===== src/rtl/spi_flash_pkg.sv =====
// Shared opcodes, controller state encoding and byte-order helper for the
// SPI flash controller.
package spi_flash_pkg;

  localparam logic [7:0] CMD_READ = 8'h03;
  localparam logic [7:0] CMD_WREN = 8'h06;
  localparam logic [7:0] CMD_PP   = 8'h02;

  typedef enum logic [2:0] {
    IDLE     = 3'd0,
    CS_SETUP = 3'd1,
    SHIFT    = 3'd2,
    CS_HOLD  = 3'd3,
    CS_GAP   = 3'd4,
    DONE     = 3'd5
  } state_e;

  // Flash bytes travel lowest byte first; this reorders a word for that.
  function automatic logic [31:0] bswap32(input logic [31:0] w);
    return {w[7:0], w[15:8], w[23:16], w[31:24]};
  endfunction

endpackage


===== src/rtl/spi_flash_shifter.sv =====
// SPI mode-0 serialiser: generates SCK and shifts a left-aligned TX word out
// MSB first while sampling MISO; done pulses in the cycle of the last fall.
module spi_flash_shifter
  import spi_flash_pkg::*;
#(
  parameter int CLK_DIV = 2
) (
  input  logic        clk,
  input  logic        rst,
  input  logic        start,
  input  logic [6:0]  frame_len,
  input  logic [63:0] tx_word,
  input  logic        miso,
  output logic        sck,
  output logic        mosi,
  output logic [31:0] rx_word,
  output logic        done
);

  localparam logic [7:0] DIV_LAST = 8'(CLK_DIV - 1);

  logic        active;
  logic        sck_q;
  logic        mosi_q;
  logic [7:0]  div_cnt;
  logic [6:0]  bit_cnt;
  logic [63:0] tx_sr;
  logic [31:0] rx_sr;
  logic        half_end;
  logic        last_bit;

  assign half_end = (div_cnt == DIV_LAST);
  assign last_bit = (bit_cnt == (frame_len - 7'd1));
  assign done     = active && half_end && sck_q && last_bit;

  always_ff @(posedge clk) begin
    if (rst) begin
      active  <= 1'b0;
      sck_q   <= 1'b0;
      mosi_q  <= 1'b0;
      div_cnt <= '0;
      bit_cnt <= '0;
      tx_sr   <= '0;
      rx_sr   <= '0;
    end else if (start) begin
      // First bit goes out now, a full half period ahead of the first rise.
      active  <= 1'b1;
      sck_q   <= 1'b0;
      div_cnt <= '0;
      bit_cnt <= '0;
      mosi_q  <= tx_word[63];
      tx_sr   <= {tx_word[62:0], 1'b0};
      rx_sr   <= '0;
    end else if (active) begin
      if (half_end) begin
        div_cnt <= '0;
        if (!sck_q) begin
          sck_q <= 1'b1;
          rx_sr <= {rx_sr[30:0], miso};
        end else begin
          sck_q <= 1'b0;
          if (last_bit) begin
            active <= 1'b0;
          end else begin
            bit_cnt <= bit_cnt + 7'd1;
            mosi_q  <= tx_sr[63];
            tx_sr   <= {tx_sr[62:0], 1'b0};
          end
        end
      end else begin
        div_cnt <= div_cnt + 8'd1;
      end
    end
  end

  assign sck     = sck_q;
  assign mosi    = mosi_q;
  assign rx_word = rx_sr;

endmodule


===== src/rtl/spi_flash_ctrl.sv =====
// Word-access SPI NOR flash controller: READ (0x03) for loads, WREN + page
// program (0x02) for full-word stores; malformed accesses fail without traffic.
module spi_flash_ctrl
  import spi_flash_pkg::*;
#(
  parameter int CLK_DIV = 2
) (
  input  logic        clk,
  input  logic        rst,
  input  logic        req_i,
  input  logic [31:0] addr_i,
  input  logic        we_i,
  input  logic [3:0]  be_i,
  input  logic [31:0] wdata_i,
  output logic        gnt_o,
  output logic        rvalid_o,
  output logic [31:0] rdata_o,
  output logic        err_o,
  output logic        spi_cs_n,
  output logic        spi_sck,
  output logic        spi_mosi,
  input  logic        spi_miso,
  output state_e      dbg_state
);

  // Handshake: a request is taken in the cycle req_i=1 meets gnt_o=1 (IDLE
  // only); exactly one rvalid_o pulse, carrying rdata_o/err_o, ends it.

  localparam logic [8:0] WAIT_LAST = 9'(CLK_DIV - 1);
  localparam logic [8:0] GAP_LAST  = 9'(2 * CLK_DIV - 1);

  state_e      state, next_state;
  logic [8:0]  cnt;
  logic        cs_n_q;
  logic [23:0] addr_q;
  logic        we_q;
  logic [31:0] wdata_q;
  logic        wren_frame;
  logic        err_q;
  logic [31:0] rdata_q;

  logic        accept;
  logic        bad_req;
  logic        start_shift;
  logic [6:0]  frame_len;
  logic [63:0] tx_word;
  logic [31:0] rx_word;
  logic        sh_done;

  assign accept  = (state == IDLE) && req_i && !rst;
  assign bad_req = (addr_i[1:0] != 2'b00) || (addr_i[31:24] != 8'h00) ||
                   (we_i && (be_i != 4'hF));

  always_comb begin
    next_state  = state;
    start_shift = 1'b0;
    unique case (state)
      IDLE: begin
        if (accept) next_state = bad_req ? DONE : CS_SETUP;
      end
      CS_SETUP: begin
        if (cnt == WAIT_LAST) begin
          next_state  = SHIFT;
          start_shift = 1'b1;
        end
      end
      SHIFT: begin
        if (sh_done) next_state = CS_HOLD;
      end
      CS_HOLD: begin
        if (cnt == WAIT_LAST) next_state = wren_frame ? CS_GAP : DONE;
      end
      CS_GAP: begin
        if (cnt == GAP_LAST) next_state = CS_SETUP;
      end
      DONE: next_state = IDLE;
      default: next_state = IDLE;
    endcase
  end

  // The write-enable frame precedes the program frame of a store.
  always_comb begin
    frame_len = 7'd64;
    tx_word   = {CMD_READ, addr_q, 32'h0};
    if (wren_frame) begin
      frame_len = 7'd8;
      tx_word   = {CMD_WREN, 56'h0};
    end else if (we_q) begin
      tx_word   = {CMD_PP, addr_q, bswap32(wdata_q)};
    end
  end

  always_ff @(posedge clk) begin
    if (rst) begin
      state      <= IDLE;
      cnt        <= '0;
      cs_n_q     <= 1'b1;
      addr_q     <= '0;
      we_q       <= 1'b0;
      wdata_q    <= '0;
      wren_frame <= 1'b0;
      err_q      <= 1'b0;
      rdata_q    <= '0;
    end else begin
      state  <= next_state;
      cnt    <= (next_state != state) ? 9'd0 : cnt + 9'd1;
      cs_n_q <= !(next_state inside {CS_SETUP, SHIFT, CS_HOLD});
      if (accept) begin
        addr_q     <= addr_i[23:0];
        we_q       <= we_i;
        wdata_q    <= wdata_i;
        wren_frame <= we_i && !bad_req;
        err_q      <= bad_req;
        rdata_q    <= '0;
      end
      if ((state == CS_HOLD) && (next_state == CS_GAP)) wren_frame <= 1'b0;
      if (sh_done && !we_q) rdata_q <= bswap32(rx_word);
    end
  end

  spi_flash_shifter #(
    .CLK_DIV (CLK_DIV)
  ) u_shifter (
    .clk       (clk),
    .rst       (rst),
    .start     (start_shift),
    .frame_len (frame_len),
    .tx_word   (tx_word),
    .miso      (spi_miso),
    .sck       (spi_sck),
    .mosi      (spi_mosi),
    .rx_word   (rx_word),
    .done      (sh_done)
  );

  assign gnt_o     = accept;
  assign rvalid_o  = (state == DONE) && !rst;
  assign err_o     = rvalid_o && err_q;
  assign rdata_o   = rvalid_o ? rdata_q : 32'h0;
  assign spi_cs_n  = cs_n_q;
  assign dbg_state = state;

endmodule

===== config.mk =====
export PLATFORM = sky130hd
export DESIGN_NAME = spi_flash_ctrl
export DESIGN_NICKNAME = d
export VERILOG_FILES = /design/src/rtl/spi_flash_pkg.sv /design/src/rtl/spi_flash_shifter.sv /design/src/rtl/spi_flash_ctrl.sv
export SDC_FILE = /design/constraint.sdc
export NUM_CORES = 1
export LEC_CHECK = 0
export ABC_AREA = 0
export BUFFER_PORTS_ARGS = -buffer_cell sky130_fd_sc_hd__buf_2
export CAP_MARGIN = 20
export CORE_ASPECT_RATIO = 0.8
export CORE_MARGIN = 2
export CORE_UTILIZATION = 62
export CTS_CLUSTER_DIAMETER = 80
export CTS_CLUSTER_SIZE = 30
export DETAILED_ROUTE_END_ITERATION = 7
export GPL_TIMING_DRIVEN = 0
export PLACE_DENSITY = 0.88
export SYNTH_ARGS = -nofsm -noshare
export SYNTH_HDL_FRONTEND = slang
export SYNTH_SLANG_ARGS = --single-unit
export TNS_END_PERCENT = 30

===== constraint.sdc =====
create_clock -name clk -period 5.01 [get_ports clk]
set_clock_uncertainty 0.05 [all_clocks]
set_input_delay 1.503 -clock clk [delete_from_list [all_inputs] [get_ports clk]]
set_output_delay 1.503 -clock clk [all_outputs]
set_load 0.005 [all_outputs]

# Word level (Yosys, flattened, before mapping)
# Cells that the tools add are included.
[word_totals] reg_bits=217 inputBits=73 out_inout_bits=41
[op_classes] addsub=4 eq_ne=16 mux=33 n_bitwise=2 reduce_logical=32
[op_table] cell="two-way mux 64 bit" count=5
[op_table] cell="two-way mux 32 bit" count=3
[op_table] cell="two-way mux 59 bit" count=1
[op_table] cell="two-way mux 57 bit" count=1
[op_table] cell="two-way mux 3 bit" count=6
[op_table] cell="one-hot mux 3 bit (5 select lines)" count=1
[op_table] cell="two-way mux 1 bit" count=14
[op_table] cell="== test 3 x 2 -> 1 bit (second input constant)" count=4
[op_table] cell="logical AND 1 bit" count=11
[op_table] cell="nonzero test 2 bit" count=5
[op_table] cell="adder 9 x 1 -> 9 bit (second input constant)" count=1
[op_table] cell="== test 3 bit (second input constant)" count=3
[op_table] cell="== test 9 x 1 -> 1 bit (second input constant)" count=1
[op_table] cell="== test 9 x 2 -> 1 bit (second input constant)" count=1
[op_table] cell="adder 8 x 1 -> 8 bit (second input constant)" count=1
[op_table] cell="== test 8 x 1 -> 1 bit (second input constant)" count=1
[op_table] cell="two-way mux 8 bit" count=1
[op_table] cell="AND reduction 4 bit" count=2
[op_table] cell="nonzero test 8 bit" count=1
[op_table] cell="adder 7 x 1 -> 7 bit (second input constant)" count=1
[op_table] cell="== test 7 bit" count=1
[op_table] cell="two-way mux 7 bit" count=1
[op_table] cell="subtractor 7 x 1 -> 7 bit (second input constant)" count=1
[op_table] cell="== test 3 x 1 -> 1 bit (second input constant)" count=2
[op_table] cell="other kinds (11)" count=18

# Logic depth before layout (Yosys ltp)
[depth] depth_word=9 depth_mapped=9

# Hierarchy
# From an unflattened synthesis, not the netlist that was laid out.
[hier_totals] hier_cells=1283 hier_area_um2=10273.6
[by_module_without_submodules] module="spi_flash_shifter" instances=1 cells_per_inst=697 area_per_inst_um2=5626.6
[by_module_without_submodules] module="spi_flash_ctrl" instances=1 cells_per_inst=586 area_per_inst_um2=4647.0

# Least setup slack after synthesis
# OpenSTA, ideal clock, no wires.
[synth_path] kind="input to output" startpoint="in rst" endpoint="out rdata_o[22]" arrival_time_ns=2.564 t_required_ns=3.457 path_slack_ns=0.893 path_stages=4 n_path_buf=2 cell_sequence="clkbuf_1 > nor4_1 > clkbuf_1 > and2_1"
[synth_between] elab_chain_cells=3
[synth_rtl] item="start, declared" line="spi_flash_ctrl.sv:9" text="input logic rst,"
[synth_rtl] item="logical NOT 1 bit" line="spi_flash_ctrl.sv:137" text="assign rvalid_o = (state == DONE) && !rst;"
[synth_rtl] item="logical AND 1 bit" line="spi_flash_ctrl.sv:137"
[synth_rtl] item="named net rvalid_o" line="spi_flash_ctrl.sv:16" text="output logic rvalid_o,"
[synth_rtl] item="two-way mux 32 bit" line="spi_flash_ctrl.sv:139" text="assign rdata_o = rvalid_o ? rdata_q : 32'h0;"
[synth_rtl] item="end, declared" line="spi_flash_ctrl.sv:17" text="output logic [31:0] rdata_o,"
# The timed path passes the listed nets, and every way through them passes these cells.

# Final worst setup path
[layout_path] startpoint="in rst" endpoint="out rdata_o[14]"
[layout_between] elab_chain_cells=3
[layout_rtl] item="logical NOT 1 bit" line="spi_flash_ctrl.sv:137"
[layout_rtl] item="logical AND 1 bit" line="spi_flash_ctrl.sv:137"
[layout_rtl] item="two-way mux 32 bit" line="spi_flash_ctrl.sv:139"
# No other way between the ends.

==> flow_metrics.env <==
export IMPL_status="finished, final reports clean"
export IMPL_crit_path_end_kind="output pin"
export IMPL_die_area_sq_mm=0.01497
export IMPL_hold_class="flip-flop to flip-flop"
export IMPL_final_cell_mix="nand2_1 (235), dfxtp_1 (217), a21oi_1 (128)"
export IMPL_p_sw_share_pct=24.36
export IMPL_hold_slack_ns=0.4170
export IMPL_multiInputGateArea_sq_mm=0.003901
export IMPL_maxCapViolCount=0
export IMPL_die_w_microns=136.3
export IMPL_pwr_density_cell_mw_per_mm2=311.0
export IMPL_seqCellArea_sq_mm=0.004344
export IMPL_vdd_drop_max_uv=339.9
export IMPL_hpwl_mm=14.21
export IMPL_critPathMaxFanout=10
export IMPL_grt_pass1_wl_mm=32.57
export IMPL_hold_buffers=0
export IMPL_cts_root_buf="clkbuf_16"
export IMPL_clk_pin_slew_ns=0.11
export IMPL_avgRoutedWirePerCell_microns=15.60
export IMPL_synth_fp_nets=1065
export IMPL_grt_total_usage_pct=26.59
export IMPL_num_vias=7596
export IMPL_antenna_cells=0
export IMPL_p_seq_share_pct=60.3
export IMPL_gr_total_overflow=0
export IMPL_slew_headroom_pct=48.62
export IMPL_dp_cells=1281
export IMPL_drive_above_1_share_pct=14.91
export IMPL_ios=114
export IMPL_row_count=38
export IMPL_synth_area_sq_mm=0.008682
export IMPL_power_frac_clock_pct=31.4
export IMPL_routabilityCongestion=0.8677
export IMPL_drtPass1Iterations=6
export IMPL_core_area_sq_mm=0.01360
export IMPL_clk_path_buf_depth=3
export IMPL_cts_sinks=217
export IMPL_cts_setup_buffers=0
export IMPL_ctsResizeCount=0
export IMPL_path_class="primary input to output pin"
export IMPL_tightestPinTransition_ns=0.7672
export IMPL_arrival_ns=3.30
export IMPL_grt_max_degree=31
export IMPL_crit_required_ns=3.46
export IMPL_instances_no_fill=1293
export IMPL_numCtsBuffers=11
export IMPL_setup_viol=0
export IMPL_syn_to_final_growth_pct=12.78
export IMPL_p_int_uw=2303
export IMPL_clock_fmax_mhz=205.9
export IMPL_antenna_found_initial=0
export IMPL_avgSynthCellArea_sq_um=8.796
export IMPL_post_route_min_period_ns=4.858
export IMPL_ys_seq_area_share_pct=50.04
export IMPL_rsz0062_at_grt="false"
export IMPL_synth_seq_cells=217
export IMPL_port_buffers=113
export IMPL_p_comb_share_pct=8.3
export IMPL_fin_nets=1192
export IMPL_cts_tree="yes"
export IMPL_die_y_microns=109.8
export IMPL_synth_edf_count=0
export IMPL_grt_pass1_vias=6744
export IMPL_insertion_delay_ns=0.47
export IMPL_start_util_pct=63.85
export IMPL_finalMaxSlewViolations=0
export IMPL_cts_max_level=1
export IMPL_layout_commonest_cell="nand2_1"
export IMPL_fill_cells=1079
export IMPL_period_share_pct=96.96
export IMPL_antenna_left=0
export IMPL_vias_per_cell=5.875
export IMPL_switchingPower_uw=741.8
export IMPL_async_reset_ff_share_pct=0
export IMPL_ys_flop_type="dfxtp_1"
export IMPL_drc=0
export IMPL_routed_wl_mm=20.17
export IMPL_yosysWarnings=0
export IMPL_start_kind="primary input"
export IMPL_finalHoldViolations=0
export IMPL_synth_cell_types=50
export IMPL_drt_iter0_markers=657
export IMPL_syn_inst=987
export IMPL_leakage_uw=0.003607
## synthesized netlist by cell type (all sizes together), types with 3 or more instances
cell | count | area [sq um]
nor3 | 16 | 91.34
nand3 | 13 | 70.07
and2 | 34 | 212.7
inv | 7 | 26.28
a211o | 3 | 26.28
buf | 33 | 220.2
clkbuf | 51 | 192.7
a21oi | 128 | 640.6
a22o | 57 | 499.2
a311oi | 58 | 508.0
nand2b | 3 | 18.77
nand4 | 6 | 43.79
xnor2 | 12 | 105.1
and3 | 4 | 25.02
a211oi | 4 | 35.03
nor4b | 3 | 32.53
nor2b | 3 | 18.77
nand3b | 32 | 240.2
nor4 | 6 | 37.54
ha | 5 | 62.56
nor2 | 26 | 105.1
dfxtp | 217 | 4344
nand2 | 236 | 888.4
xor2 | 9 | 78.83
## per-layer routing
| metal | track usage [%] | vias to the layer above | part of all wire [%] |
|---|---|---|---|
| met3 | 4.195 | 37 | 7.0 |
| met5 | 0 | - | 0 |
| met4 | 6.250 | 0 | 2.0 |
| met2 | 40.49 | 264 | 43 |
| li1 | - | 3713 | - |
| met1 | 39.68 | 3582 | 48 |
## power by group through the flow
stage | Sequential, uW | Clock, uW | Combinational [uW]
2_1_floorplan | 1860 | 0 | 166
5_1_grt | 1840 | 1020 | 280
4_1_cts | 1830 | 954 | 252
3_5_place_dp | 1870 | 0 | 249
3_3_place_gp | 1870 | 0 | 242
6_report | 1840 | 955 | 254
## logic make-up (layout without fill, tap and decap cells)
kind of cell / Yosys count / in the layout / synth area share (%)
and+or+nand+nor: 393 / 393 / 21.53
AOI/OAI and AO/OA: 259 / 259 / 20.49
DFF: 217 / 217 / 50.04
buffers and inverters: 92 / 218 / 5.101
xor gates and xnor gates: 21 / 21 / 2.119
adders and majority gates: 5 / 5 / 0.7206
## registers in the layout, indices dropped and copies added, names as in the netlist, 3 cells and up
signal             count
cnt                    9
u_shifter.tx_sr       63
addr_q                24
u_shifter.div_cnt      8
dbg_state              3
u_shifter.rx_word     32
u_shifter.bit_cnt      7
rdata_q               32
wdata_q               32
## path summary, 6_finish.rpt
kind | start | to | slack (ns) | cells after the start
worst min register to register | u_shifter.rx_word[31] | u_shifter.rx_word[31] | 0.42 | 2
worst max register to register | dbg_state[1] | cnt[6] | 2.20 | 7
worst max-delay path | rst | rdata_o[14] | 0.15 | 7
worst min-delay path | u_shifter.rx_word[31] | u_shifter.rx_word[31] | 0.42 | 2
## critical path, stage by stage
cell and delay [ns]:
buf_2 0.11, clkbuf_1 0.27, nor4_2 0.59, buf_4 0.27
clkbuf_1 0.27, and2_1 0.18, buf_2 0.11
## through the flow
step	utilization, %	setup TNS, ns	setup slack [ns]	total power, uW	instance area, sq um
CTS	72.01	0	0.1137	3041	9792
global placement	69.66	-19.67	-0.6276	2113	9473
global route	72.01	0	0.03684	3147	9792
finish	72.01	0	0.1522	3045	9792
detailed placement	69.76	0	0.1241	2122	9487
floorplan	-	0	0.8929	2025	8682
## final cells by class
class                      count  area share (%)
multi-input combinational    678           39.84
clock buffer                  11           2.811
clock inverter                 1          0.3067
buffer                        84           4.217
sequential                   217           44.36
timing repair buffer         114           5.852
inverter                       8          0.3067
tap                          180           2.300
Power figures use the tool's default switching activity.
